**src/rtl/ftoi.sv**
```systemverilog
`default_nettype none
// ============================================================================
// Module   : ftoi
// Purpose  : Two-stage IEEE-754 single to signed int32 converter.
//            Rounding is round-half-away-from-zero.
//            Define FTOI_SATURATE_EN for saturating overflow.
//            Without it, all overflow, Inf and NaN inputs give 0x80000000.
// Revision : 1.0 - initial release
// ============================================================================
module ftoi (
  input  logic        clk,
  input  logic        rstn,
  input  logic [31:0] x,
  input  logic        in_valid,
  input  logic        stall,
  output logic [31:0] y,
  output logic        out_valid
);

  logic        x_sign;
  logic [7:0]  x_exp;
  logic [23:0] x_sig;
  logic [7:0]  rsh;
  logic [7:0]  lsh;
  logic [24:0] rshifted;
  logic [31:0] lshifted;
  logic [31:0] mag_c;
  logic        rnd_c;
  logic        ovf_c;

  logic        s1_sign;
  logic        s1_ovf;
  logic [31:0] s1_mag;
  logic        s1_rnd;
  logic        s1_valid;

  logic [31:0] mag_rnd;
  logic [31:0] ovf_val;
  logic [31:0] y_c;

  assign x_sign = x[31];
  assign x_exp  = x[30:23];
  assign x_sig  = {1'b1, x[22:0]};

  // The extra LSB of rshifted captures the round bit just below the integer part.
  assign rsh      = 8'd150 - x_exp;
  assign lsh      = x_exp - 8'd150;
  assign rshifted = {x_sig, 1'b0} >> rsh;
  assign lshifted = {8'd0, x_sig} << lsh;

  always_comb begin
    mag_c = 32'd0;
    rnd_c = 1'b0;
    ovf_c = 1'b0;
    if (x_exp < 8'd126) begin
      mag_c = 32'd0;
    end else if (x_exp <= 8'd149) begin
      mag_c = {8'd0, rshifted[24:1]};
      rnd_c = rshifted[0];
    end else if (x_exp <= 8'd157) begin
      mag_c = lshifted;
    end else if (x_sign && (x_exp == 8'd158) && (x[22:0] == 23'd0)) begin
      mag_c = 32'h8000_0000;
    end else begin
      ovf_c = 1'b1;
    end
  end

`ifdef FTOI_SATURATE_EN
  logic nan_c;
  logic s1_nan;

  assign nan_c   = (x_exp == 8'hFF) && (x[22:0] != 23'd0);
  assign ovf_val = (s1_nan || !s1_sign) ? 32'h7FFF_FFFF : 32'h8000_0000;

  always_ff @(posedge clk or negedge rstn) begin
    if (!rstn) begin
      s1_nan <= 1'b0;
    end else if (!stall) begin
      s1_nan <= nan_c;
    end
  end
`else
  assign ovf_val = 32'h8000_0000;
`endif

  // Magnitude is below 2^24 whenever the round bit can be set, so no carry-out.
  assign mag_rnd = s1_mag + {31'd0, s1_rnd};
  assign y_c     = s1_ovf ? ovf_val : (s1_sign ? (32'd0 - mag_rnd) : mag_rnd);

  always_ff @(posedge clk or negedge rstn) begin
    if (!rstn) begin
      s1_sign   <= 1'b0;
      s1_ovf    <= 1'b0;
      s1_mag    <= 32'd0;
      s1_rnd    <= 1'b0;
      s1_valid  <= 1'b0;
      y         <= 32'd0;
      out_valid <= 1'b0;
    end else if (!stall) begin
      s1_sign   <= x_sign;
      s1_ovf    <= ovf_c;
      s1_mag    <= mag_c;
      s1_rnd    <= rnd_c;
      s1_valid  <= in_valid;
      y         <= y_c;
      out_valid <= s1_valid;
    end
  end

endmodule
`default_nettype wire

```
**config.mk**
```make
export PLATFORM = sky130hd
export DESIGN_NAME = ftoi
export DESIGN_NICKNAME = d
export VERILOG_FILES = /design/src/rtl/ftoi.sv
export SDC_FILE = /design/constraint.sdc
export NUM_CORES = 1
export LEC_CHECK = 0
export CAP_MARGIN = 20
export CORE_ASPECT_RATIO = 1.1
export CORE_UTILIZATION = 60
export DETAILED_ROUTE_END_ITERATION = 7
export HOLD_SLACK_MARGIN = 0.06
export PLACE_DENSITY = 0.89
export SLEW_MARGIN = 15
export SYNTH_ARGS = -nofsm -noshare
export SYNTH_HDL_FRONTEND = slang
export SYNTH_SLANG_ARGS = --single-unit
```
**constraint.sdc**
```tcl
create_clock -name clk -period 5.1 [get_ports clk]
set_input_delay 1.02 -clock clk [delete_from_list [all_inputs] [get_ports clk]]
set_output_delay 1.02 -clock clk [all_outputs]
set_load 0.02 [all_outputs]
```
==> insert_results.sql, run 1 <==
INSERT INTO impl_metrics (metric_group, metric, value, unit) VALUES
('clock_tree', 'clock_sinks', '69', ''),
('status', 'status', 'complete, no violations', ''),
('routing', 'vias', '7580', ''),
('placed_design', 'finalWeightedCongestion', '1.114', ''),
('critical_path', 'cp.required', '5.32', 'ns'),
('min_path', 'min_path_type', 'flop to flop', ''),
('power_and_ir_drop', 'p_comb_share', '40.3', '%'),
('floorplanning', 'io_pins', '69', ''),
('cells_and_area', 'insertedDiodeCount', '0', ''),
('clock_tree', 'postCtsSetupBuffers', '0', ''),
('routing', 'post-route-drc-count', '0', ''),
('cells_and_area', 'final-instance-count-excl-fill', '1140', ''),
('floorplanning', 'fp.coreArea', '12090', 'sq um'),
('cells_and_area', 'postLayoutCellArea', '8512', 'sq um'),
('placed_design', 'placement.io_buffers', '68', ''),
('critical_path', 'setup.worst_path.class', 'flop to flop', ''),
('power_and_ir_drop', 'proportion_of_total_power_due_to_net_switching', '36.36', '%'),
('critical_path', 'start_kind', 'flop', ''),
('floorplanning', 'floorplan.rows', '42', ''),
('placed_design', 'dp_hpwl', '16.68', 'mm'),
('cells_and_area', 'areaGrowthSynthToFinish', '14.20', '%'),
('timing', 'timing_worst_slew_pin_value', '0.8970', 'ns'),
('power_and_ir_drop', 'vdd_ir_drop_max', '0.0002523', 'V'),
('timing', 'maxClockFrequency', '223.6', 'MHz'),
('critical_path', 'crit_arrival', '4.69', 'ns'),
('grt', 'grt_max_degree', '70', ''),
('grt', 'global_route_wire_length_before_repair', '35.94', 'mm'),
('clock_tree', 'post_cts_hold_buffer_count', '0', ''),
('grt', 'grt_overflow_total', '0', ''),
('synthesis', 'synthArstFlopShare', '100.0', '%'),
('floorplanning', 'floorplan.die_area', '12870', 'sq um'),
('synthesis', 'synth.yosys.warnings', '0', ''),
('cells_and_area', 'post_route_cells_drive_above_1_share', '11.05', '%'),
('power_and_ir_drop', 'cellLeakagePower', '3.283', 'nW'),
('synthesis', 'synthTopCellsByArea', 'sky130_fd_sc_hd__dfrtp_1 (23%), sky130_fd_sc_hd__mux4_2 (9.1%), sky130_fd_sc_hd__nand2_1 (8.2%)', ''),
('timing', 'unrepaired_setup_endpoints_after_global_routing', 'no', ''),
('synthesis', 'synth_top_area_share', '23.17', '%'),
('power_and_ir_drop', 'pwr-share-seq', '29.8', '%'),
('routing', 'drtAntennaViolNets', '0', ''),
('clock_tree', 'clockRootBuffer', 'sky130_fd_sc_hd__clkbuf_16', ''),
('synthesis', 'synth.distinct_cells', '77', ''),
('synthesis', 'mappedNetlistNets', '1003', ''),
('clock_tree', 'cts_resized', '0', ''),
('min_path', 'timing.hold.worst_path_depth', '2', ''),
('flow_run', 'drv.max_cap_violation_count', '0', ''),
('cells_and_area', 'commonest_non_fill_non_tap_cells_in_the_layout', 'sky130_fd_sc_hd__nand2_1 (162), sky130_fd_sc_hd__o21ai_0 (81), sky130_fd_sc_hd__dfrtp_1 (69), sky130_fd_sc_hd__a21oi_1 (67), sky130_fd_sc_hd__clkdlybuf4s50_1 (65)', ''),
('timing', 'hold_violations', '0', ''),
('timing', 'tns', '0', 'ns'),
('grt', 'initial_antenna_violation_count', '0', ''),
('synthesis', 'synthDominantAreaCellType', 'sky130_fd_sc_hd__dfrtp_1', ''),
('timing', 'setup_viol', '0', ''),
('critical_path', 'crit_path_end_kind', 'flop', ''),
('synthesis', 'ys_ff_latch', '69', ''),
('timing', 'skew', '0.008298', 'ns'),
('cells_and_area', 'final_common_cell', 'sky130_fd_sc_hd__nand2_1', ''),
('placed_design', 'place_inst', '1124', ''),
('synthesis', 'syn_area_per_cell', '7.780', 'sq um'),
('synthesis', 'synthesis.instances', '958', ''),
('clock_tree', 'insertion_delay', '0.34', 'ns'),
('clock_tree', 'cts_htree_levels', '3', ''),
('timing', 'layout_worst_path_cycle_share', '87.68', '%'),
('timing', 'layout_min_cycle_time', '4.471', 'ns'),
('synthesis', 'synth_top_flop_cell', 'sky130_fd_sc_hd__dfrtp_1', ''),
('critical_path', 'reg2reg_slack', '0.63', 'ns'),
('grt', 'globalRouteTotalUtil', '35.71', '%'),
('cells_and_area', 'n_fill_cell', '1025', ''),
('critical_path', 'worst-r2r-cell-count', '10', ''),
('clock_tree', 'cts_tree', 'done', ''),
('synthesis', 'synth_enable_flop_cells', '0', ''),
('routing', 'wirelength_per_cell', '19.45', 'um'),
('synthesis', 'synth_sequential_area_ratio', '23.17', '%');
## cells in the mapped netlist (all sizes together), types with 6 or more instances
master,count
and2,8
xnor2,45
nand2,162
mux2,13
nand3,45
a31oi,13
xor2,23
o41ai,6
nand4,15
ha,9
a21oi,67
and3,13
inv,14
clkbuf,56
and4,6
nor2b,12
a211oi,16
a22o,11
mux4,30
mux2i,27
o211ai,8
nor2,49
nor3,24
buf,22
o21ai,84
dfrtp,69
o31ai,14
nor4,14
or4,7
## final timing paths
kind | start | end
max | s1_mag[0]$_DFFE_PN0N_ | y[26]$_DFFE_PN0N_
min | y[0]$_DFFE_PN0N_ | y[0]$_DFFE_PN0N_
max reg2reg | s1_mag[0]$_DFFE_PN0N_ | y[26]$_DFFE_PN0N_
min reg2reg | y[0]$_DFFE_PN0N_ | y[0]$_DFFE_PN0N_
max in group asynchronous | rstn | s1_mag[24]$_DFFE_PN0N_
min in group asynchronous | rstn | y[1]$_DFFE_PN0N_
## power groups by stage
stage	clock network [mW]	logic [mW]	registers [mW]
after floorplan	0	0.544	0.716
after global placement	0	0.874	0.672
after detailed placement	0	0.887	0.678
after CTS	0.676	0.892	0.670
after global routing	0.695	0.982	0.679
final	0.673	0.906	0.670
## routing by layer
layer / share of wire [%] / GRT usage, % / wire length [um] / vias to the layer above
met4: 6.8 / 24.24 / 1511 / 0
met5: 0 / 0 / 0 / -
li1: - / - / - / 3585
met3: 6.2 / 4.269 / 1375 / 105
met1: 40 / 45.04 / 8927 / 3497
met2: 47 / 56.85 / 10360 / 393
## layout make-up
class	instances	area (sq um)	area share (%)
Multi-Input combinational cell	796	5380	63.21
Sequential cell	69	1727	20.29
Timing Repair Buffer	90	830.8	9.760
Clock buffer	10	239.0	2.808
Tap cell	154	192.7	2.264
Clock inverter	6	86.33	1.014
Inverter	15	56.30	0.6615
## critical path: stages, from the launching register on
cell and delay [ns]:
sky130_fd_sc_hd__dfrtp_1 0.38, sky130_fd_sc_hd__ha_1 0.34, sky130_fd_sc_hd__ha_1 0.47, sky130_fd_sc_hd__nand3_1 0.33, sky130_fd_sc_hd__or4_2 0.89, sky130_fd_sc_hd__o21a_1 0.26
sky130_fd_sc_hd__nor4_2 0.43, sky130_fd_sc_hd__nand4_1 0.29, sky130_fd_sc_hd__o21ai_0 0.41, sky130_fd_sc_hd__mux2i_1 0.16, sky130_fd_sc_hd__or3_1 0.39
## logic make-up (layout without fill, tap and decap cells)
| logic type | Yosys count | after routing | share of synthesized area, % |
|---|---|---|---|
| DFF | 69 | 69 | 23.17 |
| xor gates and xnor gates | 68 | 68 | 7.991 |
| and+or+nand+nor | 378 | 378 | 24.51 |
| muxes | 70 | 70 | 14.66 |
| AOI/OAI and AO/OA | 271 | 271 | 23.23 |
| adders and majority gates | 9 | 9 | 1.511 |
| buffers and inverters | 93 | 121 | 4.935 |
## registers in the layout, indices dropped and copies added, names as in the netlist
name,cells
s1_sign,1
s1_mag,32
s1_rnd,1
y,32
s1_ovf,1
out_valid,1
s1_valid,1
## metrics by stage
step,power (mW),setup slack (ns),hold WS (ns),util [%]
6_report,2.249,0.6286,0.4792,70.42
5_1_grt,2.356,0.4464,0.4985,70.42
4_1_cts,2.238,0.6887,0.4830,70.31
3_5_place_dp,1.565,0.6277,0.4701,67.62
3_3_place_gp,1.546,0.6783,0.4659,67.62
2_1_floorplan,1.260,0.04394,0.4535,-
No activity file was read; power rests on OpenSTA's default activity.
==> inputs of run 2 (changes only) <==
- CORE_UTILIZATION: 60 -> 54
- PLACE_DENSITY: 0.89 -> 0.85
- clock period: 5.1 -> 4 ns (I/O delays scaled with it)
==> run 2 against run 1 <==
Combinational power grew 31%. Worst hold slack worse by 0.12 ns. Total power increased by 27%. Die area grew 11%. First-iteration DRC count down 19%.
==> insert_results.sql, run 2 (same netlist as run 1, synthesis figures left out) <==
INSERT INTO impl_metrics (metric_group, metric, value, unit) VALUES
('status', 'status', 'complete, no violations', ''),
('clock_tree', 'cts_tree', 'done', ''),
('grt', 'global_route_wire_length_before_repair', '36.44', 'mm'),
('clock_tree', 'cts_buffers', '9', ''),
('cells_and_area', 'final-instance-count-excl-fill', '1200', ''),
('floorplanning', 'io_pins', '69', ''),
('routing', 'postRouteWirelength', '22.39', 'mm'),
('routing', 'vias', '7603', ''),
('placed_design', 'finalWeightedCongestion', '1.067', ''),
('critical_path', 'start_kind', 'primary input', ''),
('clock_tree', 'path_clk_slew', '0.05', 'ns'),
('critical_path', 'worst_setup_path_startpoint', 'x[24]', ''),
('routing', 'drt_iter0_markers', '683', ''),
('critical_path', 'slowest_delay', '0.63', 'ns'),
('floorplanning', 'die_extent_in_x', '114.0', 'um'),
('floorplanning', 'floorplan.initialDensity', '55.94', '%'),
('clock_tree', 'clockBufferDepth', '2', ''),
('critical_path', 'setup.worst_path.class', 'primary input to flop', ''),
('placed_design', 'placement.io_buffers', '68', ''),
('timing', 'layout_worst_path_cycle_share', '90.44', '%'),
('clock_tree', 'clockRootBuffer', 'sky130_fd_sc_hd__clkbuf_16', ''),
('timing', 'slew_violations', '0', ''),
('critical_path', 'worst-path-max-fanout', '29', ''),
('timing', 'hold_violations', '0', ''),
('placed_design', 'dp_hpwl', '17.45', 'mm'),
('critical_path', 'rr_endpoint', 'y[26]$_DFFE_PN0N_', ''),
('clock_tree', 'clock_sinks', '69', ''),
('grt', 'grt_max_degree', '46', ''),
('timing', 'unrepaired_setup_endpoints_after_global_routing', 'no', ''),
('clock_tree', 'cts_resized', '0', ''),
('grt', 'initial_antenna_violation_count', '0', ''),
('timing', 'skew', '0.008219', 'ns'),
('grt', 'grt_overflow_total', '0', ''),
('cells_and_area', 'final_common_cell', 'sky130_fd_sc_hd__nand2_1', ''),
('cells_and_area', 'areaGrowthSynthToFinish', '17.88', '%'),
('timing', 'maxClockFrequency', '276.4', 'MHz'),
('routing', 'post-route-drc-count', '0', ''),
('critical_path', 'crit_path_end_kind', 'flop', ''),
('cells_and_area', 'post_route_cells_drive_above_1_share', '13.48', '%'),
('timing', 'timing_worst_slew_pin_value', '0.8686', 'ns'),
('flow_run', 'drv.max_cap_violation_count', '0', ''),
('cells_and_area', 'commonest_non_fill_non_tap_cells_in_the_layout', 'sky130_fd_sc_hd__nand2_1 (162), sky130_fd_sc_hd__o21ai_0 (81), sky130_fd_sc_hd__dfrtp_1 (69), sky130_fd_sc_hd__a21oi_1 (67), sky130_fd_sc_hd__clkdlybuf4s50_1 (65)', ''),
('clock_tree', 'postCtsSetupBuffers', '0', ''),
('placed_design', 'place_inst', '1183', ''),
('floorplanning', 'die_h', '125.2', 'um'),
('critical_path', 'worst-r2r-cell-count', '10', ''),
('critical_path', 'crit_path_cell_trace', 'clkdlybuf4s50_1 -> buf_4 -> ha_1 -> a21oi_1 -> o21ba_2 -> o32a_1 -> o22ai_1 -> and2_1 -> o2111ai_1 -> o211ai_1 -> a22o_1', ''),
('timing', 'slew-limit-headroom', '41.34', '%'),
('routing', 'vias_per_cell', '6.336', ''),
('critical_path', 'reg2reg_slack', '0.40', 'ns'),
('floorplanning', 'floorplan.die_area', '14280', 'sq um'),
('cells_and_area', 'insertedDiodeCount', '0', ''),
('grt', 'grt_pass1_vias', '6990', ''),
('cells_and_area', 'final_nets', '1056', ''),
('critical_path', 'crit_path_end', 's1_mag[6]$_DFFE_PN0N_', ''),
('clock_tree', 'cts_htree_levels', '3', ''),
('critical_path', 'cpMaxStageDelayCell', 'sky130_fd_sc_hd__clkdlybuf4s50_1', ''),
('routing', 'drt_first_pass_iters', '5', ''),
('critical_path', 'crit_arrival', '3.89', 'ns'),
('power_and_ir_drop', 'power-per-cell-area', '325.2', 'nW/um^2'),
('cells_and_area', 'largest_registers', 's1_mag (32), y (32)', ''),
('grt', 'globalRouteTotalUtil', '32.32', '%'),
('floorplanning', 'floorplan.rows', '44', ''),
('power_and_ir_drop', 'cellLeakagePower', '3.424', 'nW'),
('routing', 'drtAntennaViolNets', '0', ''),
('critical_path', 'timing.rr.start', 's1_mag[0]$_DFFE_PN0N_', ''),
('power_and_ir_drop', 'vdd_ir_drop_max', '0.0002266', 'V'),
('critical_path', 'cp.required', '4.27', 'ns'),
('routing', 'wirelength_per_cell', '18.66', 'um'),
('clock_tree', 'insertion_delay', '0.33', 'ns'),
('min_path', 'min_path_type', 'primary input to asynchronous set/reset pin', ''),
('floorplanning', 'fp.coreArea', '13320', 'sq um'),
('clock_tree', 'post_cts_hold_buffer_count', '0', ''),
('timing', 'layout_min_cycle_time', '3.618', 'ns'),
('timing', 'setup_viol', '0', ''),
('timing', 'tns', '0', 'ns');
-- run 2: worst max-delay path, delay by kind of cell --
family	cells	cell delay, ns
buffers and inverters	2	1.03
adder cells (fa/ha/maj)	1	0.33
AO/OA/AOI/OAI	7	1.29
AND/OR/NAND/NOR	1	0.44
-- run 2: routing by layer --
metal	track usage, %	up-vias	share of wire, %	wire length [um]
met1	40.71	3458	41	9188
li1	-	3668	-	-
met2	53.01	388	47	10430
met3	4.460	89	6.4	1440
met4	18.26	0	5.9	1328
met5	0	-	0	0
-- run 2: stage by stage --
stage	utilization, %	setup slack [ns]	cell area, sq um	hold slack, ns	power (mW)
floorplan	-	0.009345	7473	0.4535	1.609
global placement	63.45	0.1969	8453	0.4607	2.019
detailed placement	63.45	0.1600	8453	0.4718	2.033
CTS	65.80	0.3811	8766	0.4848	2.846
global route	65.95	0.03038	8786	0.3834	3.007
finish	65.95	0.3823	8786	0.3577	2.857
-- run 2: worst min path at each step --
stage / startpoint / end / slack (ns)
2_1_floorplan: s1_rnd$_DFFE_PN0N_ / s1_rnd$_DFFE_PN0N_ / 0.45
3_3_place_gp: y[8]$_DFFE_PN0N_ / y[8]$_DFFE_PN0N_ / 0.46
3_5_place_dp: y[22]$_DFFE_PN0N_ / y[22]$_DFFE_PN0N_ / 0.47
4_1_cts: y[1]$_DFFE_PN0N_ / y[1]$_DFFE_PN0N_ / 0.48
5_1_grt: rstn / y[3]$_DFFE_PN0N_ / 0.38
6_report: rstn / y[3]$_DFFE_PN0N_ / 0.36
-- run 2: report_power, final --
part | leakage (nW) | internal [mW] | switching, mW
registers | 0.914 | 0.780 | 0.0809
clock network | 0.152 | 0.532 | 0.278
logic | 2.36 | 0.514 | 0.672
-- run 2: cell type report --
type	instances	area (sq um)
clock buffer	13	270.3
fill	1162	4537
multi-input combinational	796	5379
inverter	15	56.30
clock inverter	3	42.54
sequential	69	1727
tap	184	230.2
timing repair buffer	120	1081
